<file path="config.mk">
export PLATFORM = sky130hd
export DESIGN_NAME = scan_sel_sequencer
export DESIGN_NICKNAME = d
export VERILOG_FILES = /design/src/rtl/scan_sel_sequencer.sv
export SDC_FILE = /design/constraint.sdc
export NUM_CORES = 1
export LEC_CHECK = 0
export CORE_MARGIN = 2
export CORE_UTILIZATION = 25
export CTS_BUF_LIST = sky130_fd_sc_hd__clkbuf_8
export CTS_CLUSTER_DIAMETER = 150
export DETAILED_ROUTE_END_ITERATION = 12
export HOLD_SLACK_MARGIN = 0.03
export PLACE_DENSITY = 0.51
export SLEW_MARGIN = 20
export SYNTH_ARGS = -nofsm -noshare
export SYNTH_HDL_FRONTEND = slang
export SYNTH_SLANG_ARGS = --single-unit
</file>
<file path="constraint.sdc">
create_clock -name in_clk -period 5.6 [get_ports in_clk]
set_input_delay 1.68 -clock in_clk [delete_from_list [all_inputs] [get_ports in_clk]]
set_output_delay 1.68 -clock in_clk [all_outputs]
set_load 0.01 [all_outputs]
</file>
<file path="src/rtl/scan_sel_sequencer.sv">
// Channel-select sequencer feeding a 3-to-8 decoder: walks the enabled channels
// in ascending circular order, holding each one for a programmable dwell time.
module scan_sel_sequencer #(
  parameter int DWELL_W = 8
) (
  input  logic               in_clk,
  input  logic               in_rst_n,
  input  logic               in_start,
  input  logic               in_stop,
  input  logic               in_single,
  input  logic [7:0]         in_mask,
  input  logic [DWELL_W-1:0] in_dwell,
  output logic [2:0]         out_sel,
  output logic               out_valid,
  output logic               out_busy,
  output logic               out_wrap,
  output logic               out_done,
  output logic               out_state
);

  // Handshake: in_start is a one-cycle request honoured only while idle with a
  // non-empty mask; in_stop always wins. Outputs are registered, one cycle later.
  typedef enum logic {
    IDLE = 1'b0,
    SCAN = 1'b1
  } state_t;

  state_t             state;
  logic [7:0]         mask_q;
  logic [DWELL_W-1:0] dwell_q;
  logic               single_q;
  logic [DWELL_W-1:0] cnt;

  logic [DWELL_W-1:0] dwell_eff;
  logic [2:0]         next_ch;
  logic [2:0]         first_ch;
  logic               is_wrap;

  function automatic logic [2:0] lowest_set(input logic [7:0] m);
    logic [2:0] r;
    r = 3'd0;
    for (int i = 7; i >= 0; i--) begin
      if (m[i]) r = 3'(i);
    end
    return r;
  endfunction

  // Circular priority search starting one past the current channel; k = 8
  // lands back on the current channel when it is the only one enabled.
  function automatic logic [2:0] next_set(input logic [7:0] m, input logic [2:0] cur);
    logic [2:0] r;
    logic       found;
    logic [2:0] idx;
    r = cur;
    found = 1'b0;
    for (int k = 1; k <= 8; k++) begin
      idx = cur + 3'(k);
      if (!found && m[idx]) begin
        r = idx;
        found = 1'b1;
      end
    end
    return r;
  endfunction

  always_comb begin
    dwell_eff = (dwell_q == '0) ? DWELL_W'(1) : dwell_q;
    next_ch   = next_set(mask_q, out_sel);
    first_ch  = lowest_set(in_mask);
    is_wrap   = (next_ch <= out_sel);
  end

  assign out_state = state;

  always_ff @(posedge in_clk or negedge in_rst_n) begin
    if (!in_rst_n) begin
      state     <= IDLE;
      out_sel   <= 3'd0;
      out_valid <= 1'b0;
      out_busy  <= 1'b0;
      out_wrap  <= 1'b0;
      out_done  <= 1'b0;
      mask_q    <= 8'd0;
      dwell_q   <= '0;
      single_q  <= 1'b0;
      cnt       <= '0;
    end else begin
      out_wrap <= 1'b0;
      out_done <= 1'b0;
      if (in_stop) begin
        state     <= IDLE;
        out_valid <= 1'b0;
        out_busy  <= 1'b0;
        cnt       <= '0;
      end else begin
        case (state)
          IDLE: begin
            if (in_start && (in_mask != 8'd0)) begin
              mask_q    <= in_mask;
              dwell_q   <= in_dwell;
              single_q  <= in_single;
              out_sel   <= first_ch;
              out_valid <= 1'b1;
              out_busy  <= 1'b1;
              cnt       <= DWELL_W'(1);
              state     <= SCAN;
            end
          end
          SCAN: begin
            if (cnt < dwell_eff) begin
              cnt <= cnt + DWELL_W'(1);
            end else if (is_wrap && single_q) begin
              // Pass complete: keep the last channel visible on out_sel.
              state     <= IDLE;
              out_valid <= 1'b0;
              out_busy  <= 1'b0;
              out_done  <= 1'b1;
              cnt       <= '0;
            end else begin
              out_sel  <= next_ch;
              cnt      <= DWELL_W'(1);
              out_wrap <= is_wrap;
            end
          end
          default: state <= IDLE;
        endcase
      end
    end
  end

endmodule

</file>
## Word-level counts from Yosys, hierarchy flattened

Cells that the tools add are included.

| storage, ports and cells | value |
|---|---|
| latch bits | 0 |
| output and inout bits | 8 |
| word-level logic and storage cells | 123 |
| bits in writable memories | 0 |
| memories | 0 |
| register bits | 32 |
| ROM bits | 0 |

| cells by class | value |
|---|---|
| multiply operators | 0 |
| equality and inequality tests | 6 |
| add/sub/neg operators | 8 |
| div/mod/pow operators | 0 |
| shifts and indexed selects | 0 |
| magnitude comparators | 10 |
| multiplexer cells | 67 |
| bitwise operators | 2 |
| reductions and logical operators | 21 |

Operators by type and width:

| operator | count |
|---|---|
| $mux W3 | 19 |
| $lt A3 B4 Y1 const B | 8 |
| $mux W1 | 32 |
| $mux W8 | 4 |
| $bmux W1 S3 | 8 |
| $pmux W8 S2 | 1 |
| $add A3 B3 Y3 const B | 4 |
| $logic_and A1 B1 Y1 | 9 |
| $add A8 B1 Y8 const B | 1 |
| $logic_not A8 Y1 | 1 |
| $lt A8 B8 Y1 | 1 |
| $reduce_bool A8 Y1 | 1 |
| $logic_not A1 Y1 | 7 |
| $add A3 B2 Y3 const B | 2 |
| $ne A2 B2 Y1 const B | 3 |
| $ne A3 B3 Y1 const B | 2 |
| $pmux W3 S2 | 1 |
| $reduce_and A3 Y1 | 2 |
| $pmux W1 S2 | 2 |
| $reduce_and A4 Y1 | 1 |
| $add A3 B1 Y3 const B | 1 |
| $le A3 B3 Y1 | 1 |
| $ne A3 B2 Y1 const B | 1 |
| $not A1 Y1 | 2 |

## Logic depth before layout (Yosys ltp)

Gate-level depths: netlist (run 1).

| depth | value |
|---|---|
| depth after elaboration | 31 |
| depth in mapped cells | 20 |
| gate-level depth less buffers | 17 |

## Worst setup path before layout (run 1)

Ideal clock, no wire load.

| path | value |
|---|---|
| path type | register to register |
| from | register out_sel[1] |
| to | register out_sel[1] |
| stages on the path, launching flop included | 19 |
| data arrival time | 4.067 ns |
| path slack | 1.409 ns |
| path buffers | 1 |
| cell sequence | dfrtp_1 -> buf_2 -> inv_1 -> ha_1 -> xnor2_2 -> mux4_2 -> nand4_1 -> or2_4 -> a21oi_1 -> a22oi_1 -> a31oi_1 -> ha_1 -> a21o_1 -> a21oi_1 -> a31oi_1 -> nor2b_1 -> o31ai_1 -> a31oi_1 -> a211o_1 |

| between the ends | value |
|---|---|
| word-level cells in the longest chain between the ends | 29 |
| elaborated cells on any way between the ends | 59 |
| classes of those cells | add/sub (7); order compare (1); eq/ne (1); mux (34); reduce/logical (16) |

Ends and longest elaborated chain:

| what | RTL line | source |
|---|---|---|
| start: declaration | 13 | `output logic [2:0] out_sel,` |
| start signal: assignment | 102 | `out_sel <= first_ch;` |
| start signal: assignment | 120 | `out_sel <= next_ch;` |
| $add A3 B1 Y3 | 57 | `idx = cur + 3'(k);` |
| $bmux W1 S3 | 58 | `if (!found && m[idx]) begin` |
| $mux W1 (not written as such) | 58 |  |
| $mux W1 | 58 |  |
| $logic_not A1 Y1 | 58 |  |
| $logic_and A1 B1 Y1 | 58 |  |
| $mux W1 | 58 |  |
| $logic_not A1 Y1 | 58 |  |
| (+13 left out) | n/a |  |
| $mux W1 | 58 |  |
| $logic_not A1 Y1 | 58 |  |
| $logic_and A1 B1 Y1 | 58 |  |
| $mux W3 | 58 |  |
| $le A3 B3 Y1 | 70 | `is_wrap = (next_ch <= out_sel);` |
| $logic_and A1 B1 Y1 | 112 | `end else if (is_wrap && single_q) begin` |
| $ne A2 B2 Y1 (no line) | n/a |  |
| $reduce_and A4 Y1 (no line) | n/a |  |

Parallel ways exist; a longest one is shown, timed or not. The select of a mux whose other input is x is not followed.
A chain may end at the register's enable or synchronous reset.

## Worst setup path in the final report (run 1)

| path | value |
|---|---|
| from | register out_sel[0] |
| to | register out_sel[1] |

The elaborated chain is that of the path after synthesis.

==> flow_metrics.py, run 1 <==
metrics = {
    "layout": {
        "mostFrequentLayoutCell": "dfrtp_1",
        "final_layout_size_suffix_gt1_share_pct": 16.0,
        "final_cell_mix": "dfrtp_1 (32), clkdlybuf4s50_1 (28), nor2_1 (25)",
        "stdcell_count": 429,
        "insertedDiodeCount": 0,
        "nNetsFinal": 326,
        "syn_to_final_growth_pct": 20.6,
    },
    "clock_tree": {
        "post-cts-setup-buffers": 0,
        "clock-sinks": 32,
        "cts_hold_buf": 0,
        "htreeDepth": 2,
        "cts_resized": 0,
        "cts_buffer_depth": 2,
        "cts_root_buf": "clkbuf_8",
        "cts_buffers": 5,
        "clk_pin_slew_ps": 80,
        "tritoncts": "yes",
        "clock_latency_ps": 290,
    },
    "synthesis": {
        "synth-xor-area-share_pct": 3.88,
        "synth_nets": 297,
        "syn_area_mm2": 0.00265,
        "synthCells": 263,
        "yosys_warnings": 0,
        "seq_area_frac_synth_pct": 30.3,
        "synth_compound_area_share_pct": 14.6,
        "yosys.area.top_type": "dfrtp_1",
        "synth_top_cell_area_share_pct": 30.3,
        "synthArstFlopShare_pct": 100,
        "synth_edf_count": 0,
        "syn_avg_cell_area_um2": 10.1,
        "yosys.area_share.simple_pct": 14.1,
        "ys_ff_latch": 32,
        "synth_top_family_by_area": "multiplexers",
        "synth_ff_type": "dfrtp_1",
        "ys_types": 48,
        "synthAdderAreaFrac_pct": 6.15,
        "synthMuxAreaShare_pct": 26.2,
        "synthTopCellsByArea": "dfrtp_1 (30%), mux2_2 (8.5%), mux4_2 (7.7%), ha_1 (6.1%), mux2i_1 (4.9%)",
    },
    "worst_setup_path": {
        "startpoint": "out_sel[0]$_DFFE_PN0P_",
        "cp.depth": 18,
        "slowest_delay_ps": 600,
        "required_ps": 5790,
        "cp_num_buf_inv": 2,
        "ff2ff_path_depth": 18,
        "start_kind": "register",
        "crit_family": "compound AO/OA/AOI/OAI gates",
        "critPathCapture": "out_sel[1]$_DFFE_PN0P_",
        "worstPathCellList": "buf_4 > inv_1 > ha_1 > xnor2_2 > mux4_2 > nand4_1 > or2_4 > a21oi_1 > a22oi_1 > a31oi_1 > ha_1 > a21o_1 > a21oi_1 > a31oi_1 > nor2b_1 > o31ai_1 > a31oi_1 > a211o_1",
        "rrSetupSlack_ps": 990,
        "crit_path_frequent_cell": "a31oi_1",
        "crit_type": "reg2reg",
        "critPathCaptureType": "register",
        "timing.rr.end": "out_sel[1]$_DFFE_PN0P_",
        "worst_path_max_delay_cell": "mux4_2",
        "reg2reg_from": "out_sel[0]$_DFFE_PN0P_",
        "worstPathArrival_ps": 4800,
        "path_max_fanout": 21,
    },
    "timing": {
        "fin_ws_ps": 986,
        "final_max_slew_viol_count": 0,
        "hold_violations": 0,
        "grt_setup_unrepaired": "false",
        "max_slew_margin_pct": 53.8,
        "setup_violations": 0,
        "fin_setup_tns_ps": 0,
        "finalCriticalPeriod_ps": 4610,
        "clock.fmax_mhz": 217,
        "whs_ps": 480,
        "worst_pin_slew_ps": 686,
        "clock_skew_ps": 13.3,
        "finalCritPeriodShare_pct": 82.4,
    },
    "grt": {
        "antenna_found_initial": 0,
        "grt_start_max_net_pins": 33,
        "grt_usage_pct": 11.7,
        "grt_overflow": 0,
        "grt_pass1_vias": 2114,
        "grt_pass1_wl_um": 10900,
    },
    "power_and_ir_drop": {
        "pwr-share-seq_pct": 18.6,
        "intPower_mw": 0.955,
        "power.switching_mw": 0.739,
        "leakage_nw": 1.38,
        "p_clk_share_pct": 14.7,
        "switching_share_pct": 43.6,
        "combPwrFrac_pct": 66.7,
        "peakVddDrop_mv": 0.221,
        "p_per_area_mw_per_mm2": 531,
    },
    "drt": {
        "drtAntennaViolNets": 0,
        "drc": 0,
        "vias": 2192,
        "viasPerCell": 5.11,
        "routedWlPerCell_um": 14.7,
        "routed_wl_um": 6330,
        "drtIter0Drc": 123,
        "dr.pass1.iters": 4,
    },
    "die": {
        "core_region_area_mm2": 0.0103,
        "start_util_pct": 25.7,
        "die_x_um": 107,
        "ios": 29,
        "rows": 37,
        "die_h_um": 107,
        "dieArea_mm2": 0.0114,
    },
    "placed_design": {
        "hpwlAfterDp_um": 4800,
        "gp_congestion": 0.871,
        "dp_slack_ps": 992,
        "dp.cells": 421,
        "io_buffers": 28,
    },
    "min_path": {
        "hold_path.class": "reg2reg",
        "min_delay_path_depth": 1,
    },
    "flow_run": {
        "maxCapViolCount": 0,
    },
    "run_status": {
        "outcome": "complete, no violations",
    },
}
==> cells by family after synthesis <==
group / Yosys count
adders and majority gates: 13
AOI/OAI and AO/OA: 58
muxes: 48
xor gates and xnor gates: 10
DFF: 32
and+or+nand+nor: 75
buffers and inverters: 27
==> worst reg2reg max path, cell delays in order, from the launching register on <==
cell	delay, ps
dfrtp_1	320
buf_4	280
inv_1	160
ha_1	330
xnor2_2	350
mux4_2	600
nand4_1	190
or2_4	160
a21oi_1	40
a22oi_1	160
a31oi_1	110
ha_1	350
a21o_1	110
a21oi_1	50
a31oi_1	190
nor2b_1	100
o31ai_1	580
a31oi_1	170
a211o_1	280
==> power by group through the flow <==
stage	clock network [mW]	registers (mW)	logic, mW
after floorplan	0	0.306	0.866
after global placement	0	0.319	1.13
after detailed placement	0	0.320	1.12
after CTS	0.256	0.315	1.12
after global routing	0.266	0.323	1.26
final	0.249	0.315	1.13
==> layout make-up <==
type	instances	area [um^2]
well taps	136	170
fillers	1091	7090
repair buffers	32	310
flip-flops and latches	32	801
clock buffers	7	96.3
clock inverters	1	30.0
multi-input cells	204	1720
inverters	17	63.8
==> metal layers <==
metal	up-vias	GRT usage (%)	part of all wire, %	routed length [um]
li1	1047	-	-	-
met1	1074	16.3	48	3020
met2	58	18.7	46	2900
met3	13	2.13	4.8	301
met4	0	3.34	1.8	112
met5	-	0	0	0
==> synth_stat cells (4+ instances only) <==
cell and instances:
ha_1 13, dfrtp_1 32, mux2i_1 13, o21ai_0 10
nand4_1 5, nor2_1 25, and3_1 7, nand2b_1 6
clkbuf_1 5, mux2_2 20, mux4_2 9, xor2_1 5
inv_1 17, nor2b_1 4, a21oi_1 10, nand2_1 14
mux4_1 4, o211ai_1 5, a31oi_1 7, a22oi_1 4
==> metrics by stage <==
step	utilization (%)	cell area, um^2	power, mW
CTS	31.0	3190	1.69
global route	31.0	3190	1.85
detailed placement	29.8	3060	1.44
global placement	29.8	3060	1.45
floorplan	-	2650	1.17
finish	31.0	3190	1.69
==> worst min-delay path by stage <==
stage | start | endpoint | slack [ps]
after global placement | single_q$_DFFE_PN0P_ | out_wrap$_DFF_PN0_ | 480
after detailed placement | single_q$_DFFE_PN0P_ | out_wrap$_DFF_PN0_ | 480
after CTS | single_q$_DFFE_PN0P_ | out_wrap$_DFF_PN0_ | 490
after floorplan | single_q$_DFFE_PN0P_ | out_wrap$_DFF_PN0_ | 420
final | single_q$_DFFE_PN0P_ | out_wrap$_DFF_PN0_ | 480
after global routing | single_q$_DFFE_PN0P_ | out_wrap$_DFF_PN0_ | 530
==> registers in the layout, summed over array words and instances (netlist names) <==
register / flops
cnt: 8
dwell_q: 8
mask_q: 8
out_busy: 1
out_done: 1
out_sel: 3
out_state: 1
out_wrap: 1
single_q: 1
No activity file was read; power rests on OpenSTA's default activity.
==> run 2, diff against run 1 <==
==> constraint.sdc (replaced) <==
create_clock -name in_clk -period 4.6 [get_ports in_clk]
set_input_delay 1.38 -clock in_clk [delete_from_list [all_inputs] [get_ports in_clk]]
set_output_delay 1.38 -clock in_clk [all_outputs]
set_load 0.01 [all_outputs]
==> flow_metrics.py, run 2 (synthesis gave the netlist of run 1 again) <==
metrics = {
    "run_status": {
        "outcome": "complete, no violations",
    },
    "timing": {
        "clock_skew_ps": 13.8,
        "setup_violations": 0,
        "clock.fmax_mhz": 240,
        "max_slew_margin_pct": 54.3,
        "hold_violations": 0,
        "worst_pin_slew_ps": 678,
        "finalCriticalPeriod_ps": 4160,
        "finalCritPeriodShare_pct": 90.5,
        "final_max_slew_viol_count": 0,
    },
    "drt": {
        "drtIter0Drc": 132,
        "viasPerCell": 5.02,
        "dr_wl_met3_um": 298,
        "maxUsedRoutingLayer": "met4",
        "drt-met1-wl_um": 3070,
        "drc": 0,
        "routedWlPerCell_um": 15.2,
        "routed_wl_um": 6650,
        "vias": 2188,
        "wl_met2_um": 3160,
        "dr.pass1.iters": 4,
        "drtAntennaViolNets": 0,
    },
    "clock_tree": {
        "htreeDepth": 2,
        "cts_buffer_depth": 2,
        "clk_pin_slew_ps": 80,
        "clock_latency_ps": 290,
        "clock-sinks": 32,
        "post-cts-setup-buffers": 0,
        "cts_root_buf": "clkbuf_8",
        "tritoncts": "yes",
        "cts_buffers": 5,
    },
    "grt": {
        "antenna_found_initial": 0,
        "grt_pass1_vias": 2226,
        "grt_pass1_wl_um": 11400,
        "grt_start_max_net_pins": 33,
        "grt_usage_pct": 12.4,
        "grt_overflow": 0,
    },
    "worst_setup_path": {
        "crit_type": "reg2reg",
        "start_kind": "register",
        "worst_path_max_delay_cell": "mux4_1",
        "rrSetupSlack_ps": 440,
        "timing.rr.end": "out_sel[1]$_DFFE_PN0P_",
        "reg2reg_from": "out_sel[0]$_DFFE_PN0P_",
        "crit_family": "compound AO/OA/AOI/OAI gates",
        "slowest_delay_ps": 640,
        "crit_path_frequent_cell": "buf_4",
        "required_ps": 4780,
        "ff2ff_path_depth": 18,
        "critPathCaptureType": "register",
        "worstPathCellList": "buf_4 > buf_4 > mux4_1 > mux2i_1 > o21bai_1 > a21oi_1 > o21ai_0 > buf_4 > xnor2_1 > ha_1 > inv_1 > a21o_1 > a21oi_1 > a31oi_1 > nor2b_1 > o31ai_2 > a31oi_1 > a211o_1",
        "worstPathArrival_ps": 4350,
        "cp_num_buf_inv": 4,
        "path_max_fanout": 13,
    },
    "die": {
        "rows": 37,
        "die_h_um": 107,
        "start_util_pct": 25.7,
        "dieArea_mm2": 0.0114,
        "ios": 29,
        "core_region_area_mm2": 0.0103,
        "die_x_um": 107,
    },
    "layout": {
        "utilization_pct": 31.4,
        "reg_top3": "cnt (8), dwell_q (8), mask_q (8)",
        "syn_to_final_growth_pct": 21.9,
        "final_layout_size_suffix_gt1_share_pct": 19.0,
        "stdcell_count": 436,
        "final_area_mm2": 0.00323,
        "insertedDiodeCount": 0,
        "mostFrequentLayoutCell": "dfrtp_1",
        "nNetsFinal": 333,
        "final_cell_mix": "dfrtp_1 (32), clkdlybuf4s50_1 (28), nor2_1 (25)",
    },
    "power_and_ir_drop": {
        "intPower_mw": 1.13,
        "power.switching_mw": 0.915,
        "p_per_area_mw_per_mm2": 635,
        "peakVddDrop_mv": 0.188,
        "combPwrFrac_pct": 69.8,
        "pwr-share-seq_pct": 19.0,
        "total_power_mw": 2.05,
        "switching_share_pct": 44.7,
        "p_clk_share_pct": 11.2,
        "leakage_nw": 1.39,
    },
    "flow_run": {
        "maxCapViolCount": 0,
    },
    "placed_design": {
        "postPlaceCellArea_mm2": 0.00312,
        "hpwlAfterDp_um": 5220,
        "gp_congestion": 0.916,
        "io_buffers": 28,
        "dp.cells": 428,
    },
    "min_path": {
        "min_delay_path_depth": 1,
        "min_delay_worst_endpoint": "out_wrap$_DFF_PN0_",
        "hold_path.class": "reg2reg",
        "hp-start": "single_q$_DFFE_PN0P_",
    },
}
## run 2: cell types whose count changed in the layout (fill, tap and decap cells not counted)
cell / before / now
bufinv_16: 1 / 0
clkinvlp_4: 0 / 1
o31ai_1: 2 / 1
o31ai_2: 0 / 1
buf_4: 4 / 11
mux2i_1: 13 / 10
clkbuf_8: 7 / 6
mux2i_2: 0 / 3
inv_1: 17 / 18
## run 2: what timing repair did
item | CTS | global route
setup endpoints to repair | 0 | 3
hold buffers | 0 | 0
resized for setup | 0 | 4
## run 2: how the worst max path moves through the flow
stage / endpoint / cells past startpoint / slack, ps / startpoint
after detailed placement: out_sel[1]$_DFFE_PN0P_ / 17 / 220 / out_sel[0]$_DFFE_PN0P_
after CTS: out_sel[1]$_DFFE_PN0P_ / 17 / 200 / out_sel[0]$_DFFE_PN0P_
after global routing: out_sel[1]$_DFFE_PN0P_ / 18 / -0.6 / out_sel[0]$_DFFE_PN0P_
after floorplan: out_sel[1]$_DFFE_PN0P_ / 18 / 410 / out_sel[1]$_DFFE_PN0P_
final: out_sel[1]$_DFFE_PN0P_ / 18 / 440 / out_sel[0]$_DFFE_PN0P_
after global placement: out_sel[1]$_DFFE_PN0P_ / 17 / 350 / out_sel[0]$_DFFE_PN0P_
## run 2: area by class of cell
type                       count  area (um^2)
sequential                    32          801
fill                        1087         7050
timing repair buffer          39          363
inverter                      17         63.8
clock buffer                   6         82.6
tap                          136          170
clock inverter                 2         11.3
multi-input combinational    204         1730
## run 2: power groups by stage
| stage | Clock (mW) | Sequential [mW] | Combinational [mW] |
|---|---|---|---|
| after floorplan | 0 | 0.373 | 1.05 |
| after global placement | 0 | 0.390 | 1.41 |
| after detailed placement | 0 | 0.394 | 1.40 |
| after CTS | 0.235 | 0.388 | 1.41 |
| after global routing | 0.247 | 0.399 | 1.58 |
| final | 0.229 | 0.389 | 1.43 |
## run 2: metal layers
metal	up-vias	GRT usage (%)
met3	10	2.55
met4	0	3.80
met2	59	19.8
met1	1063	16.8
met5	-	0
li1	1056	-
## run 2: through the flow
step / setup TNS (ps) / setup WS [ps] / hold WS (ps)
after floorplan: 0 / 409 / 421
after global placement: 0 / 351 / 473
after detailed placement: 0 / 221 / 468
after CTS: 0 / 198 / 482
after global routing: -0.630 / -0.630 / 507
final: 0 / 436 / 482
==> run 3, diff against run 2 <==
--- a/config.mk
+++ b/config.mk
@@ -6,12 +6,12 @@
 export NUM_CORES = 1
 export LEC_CHECK = 0
 export CORE_MARGIN = 2
-export CORE_UTILIZATION = 25
+export CORE_UTILIZATION = 45
 export CTS_BUF_LIST = sky130_fd_sc_hd__clkbuf_8
 export CTS_CLUSTER_DIAMETER = 150
 export DETAILED_ROUTE_END_ITERATION = 12
 export HOLD_SLACK_MARGIN = 0.03
-export PLACE_DENSITY = 0.51
+export PLACE_DENSITY = 0.75
 export SLEW_MARGIN = 20
 export SYNTH_ARGS = -nofsm -noshare
 export SYNTH_HDL_FRONTEND = slang
==> flow_metrics.py, run 3 (synthesis gave the netlist of run 1 again) <==
metrics = {
    "run_status": {
        "outcome": "complete, no violations",
    },
    "worst_setup_path": {
        "path_max_fanout": 20,
        "critPathCaptureType": "register",
        "required_ps": 4780,
        "crit_type": "reg2reg",
        "reg2reg_from": "out_sel[0]$_DFFE_PN0P_",
        "ff2ff_path_depth": 13,
        "start_kind": "register",
        "timing.rr.end": "out_sel[1]$_DFFE_PN0P_",
        "worstPathArrival_ps": 4360,
        "rrSetupSlack_ps": 420,
    },
    "clock_tree": {
        "cts_buffers": 5,
        "cts_buffer_depth": 2,
        "clock_latency_ps": 290,
        "post-cts-setup-buffers": 0,
        "cts_root_buf": "clkbuf_8",
        "htreeDepth": 2,
        "clk_pin_slew_ps": 70,
        "clock-sinks": 32,
        "tritoncts": "yes",
    },
    "layout": {
        "nNetsFinal": 330,
        "utilization_pct": 55.8,
        "fillers": 504,
        "final_cell_mix": "dfrtp_1 (32), clkdlybuf4s50_1 (28), nor2_1 (25)",
        "final_layout_size_suffix_gt1_share_pct": 17.5,
        "multi_input_area_mm2": 0.00172,
        "mostFrequentLayoutCell": "dfrtp_1",
        "reg_top3": "cnt (8), dwell_q (8), mask_q (8)",
        "insertedDiodeCount": 0,
        "seq_area_um2": 801,
        "syn_to_final_growth_pct": 18.3,
    },
    "placed_design": {
        "io_buffers": 28,
        "hpwlAfterDp_um": 4520,
        "gp_congestion": 0.982,
    },
    "grt": {
        "grt_usage_pct": 20.2,
        "grt_pass1_wl_um": 10200,
        "grt_pass1_vias": 2099,
        "antenna_found_initial": 0,
        "grt_overflow": 0,
        "grt_start_max_net_pins": 33,
    },
    "timing": {
        "grt_setup_unrepaired": "false",
        "worst_pin_slew_ps": 716,
        "final_max_slew_viol_count": 0,
        "finalCritPeriodShare_pct": 91.0,
        "whs_ps": 493,
        "fin_setup_tns_ps": 0,
        "finalCriticalPeriod_ps": 4180,
        "clock.fmax_mhz": 239,
        "clock_skew_ps": 9.18,
        "hold_violations": 0,
        "max_slew_margin_pct": 51.7,
        "setup_violations": 0,
    },
    "die": {
        "start_util_pct": 47.2,
        "die_h_um": 80.7,
        "ios": 29,
        "die_x_um": 80.7,
        "dieArea_mm2": 0.00651,
        "rows": 27,
        "core_region_area_mm2": 0.00561,
    },
    "power_and_ir_drop": {
        "peakVddDrop_mv": 0.336,
        "combPwrFrac_pct": 68.8,
        "leakage_nw": 1.39,
        "switching_share_pct": 43.9,
        "power.switching_mw": 0.903,
        "pwr-share-seq_pct": 17.9,
        "p_clk_share_pct": 13.2,
        "intPower_mw": 1.15,
        "p_per_area_mw_per_mm2": 657,
    },
    "drt": {
        "viasPerCell": 6.17,
        "drtIter0Drc": 343,
        "routed_wl_um": 5990,
        "dr.pass1.iters": 4,
        "drc": 0,
        "drtAntennaViolNets": 0,
        "routedWlPerCell_um": 16.2,
        "vias": 2278,
    },
    "flow_run": {
        "maxCapViolCount": 0,
    },
    "min_path": {
        "hp-start": "single_q$_DFFE_PN0P_",
        "min_delay_path_depth": 1,
        "min_delay_worst_endpoint": "out_wrap$_DFF_PN0_",
        "hold_path.class": "reg2reg",
    },
}
## run 3: worst max-delay path, cell delays in order (launching register included)
cell and delay [ps]:
dfrtp_1 350, buf_4 280, mux2i_1 570, mux4_2 400
nand4_1 130, or2_4 280, nor4_1 310, o21bai_1 210
ha_1 290, a31oi_1 230, nor2b_1 100, o31ai_2 450
a31oi_1 150, a211o_1 290
## run 3: routing by layer
metal / vias to the layer above / part of all wire (%) / track usage, %
met5: - / 0 / 0
met4: 0 / 2.0 / 6.95
met3: 15 / 7.6 / 3.15
met2: 111 / 46 / 31.4
met1: 1097 / 44 / 28.6
li1: 1055 / - / -
## run 3: power by group through the flow
| stage | Combinational (mW) | Clock [mW] | Sequential, mW |
|---|---|---|---|
| final | 1.42 | 0.272 | 0.369 |
| after floorplan | 1.05 | 0 | 0.373 |
| after global routing | 1.54 | 0.283 | 0.378 |
| after CTS | 1.39 | 0.275 | 0.370 |
| after detailed placement | 1.38 | 0 | 0.375 |
| after global placement | 1.38 | 0 | 0.372 |
## run 3: layout make-up
class	instances	share of cell area [%]
tap	72	2.88
inverter	17	2.04
timing repair buffer	36	10.9
sequential	32	25.6
multi-input combinational	204	55.1
clock inverter	3	1.36
clock buffer	5	2.20
## run 3: worst max path at each step
stage | start | to | slack [ps]
final | out_sel[0]$_DFFE_PN0P_ | out_sel[1]$_DFFE_PN0P_ | 420
after floorplan | out_sel[1]$_DFFE_PN0P_ | out_sel[1]$_DFFE_PN0P_ | 410
after global placement | out_sel[0]$_DFFE_PN0P_ | out_sel[1]$_DFFE_PN0P_ | 480
after global routing | out_sel[0]$_DFFE_PN0P_ | out_sel[1]$_DFFE_PN0P_ | 90
after detailed placement | out_sel[0]$_DFFE_PN0P_ | out_sel[1]$_DFFE_PN0P_ | 290
after CTS | out_sel[0]$_DFFE_PN0P_ | out_sel[1]$_DFFE_PN0P_ | 270
## run 3: stage by stage
step | cell area, um^2 | power [mW] | setup slack (ps) | cells
2_1_floorplan | 2650 | 1.43 | 409 | 263
3_3_place_gp | 3010 | 1.75 | 480 | 361
3_5_place_dp | 3010 | 1.76 | 293 | 361
4_1_cts | 3120 | 2.04 | 271 | 369
5_1_grt | 3130 | 2.20 | 85.6 | 369
6_report | 3130 | 2.06 | 416 | 369
## run 3: repair_timing
item | 4_1_cts | 5_1_grt
hold buffers | 0 | 0
endpoints found under the setup margin | 0 | 3
gates resized for setup | 0 | 1
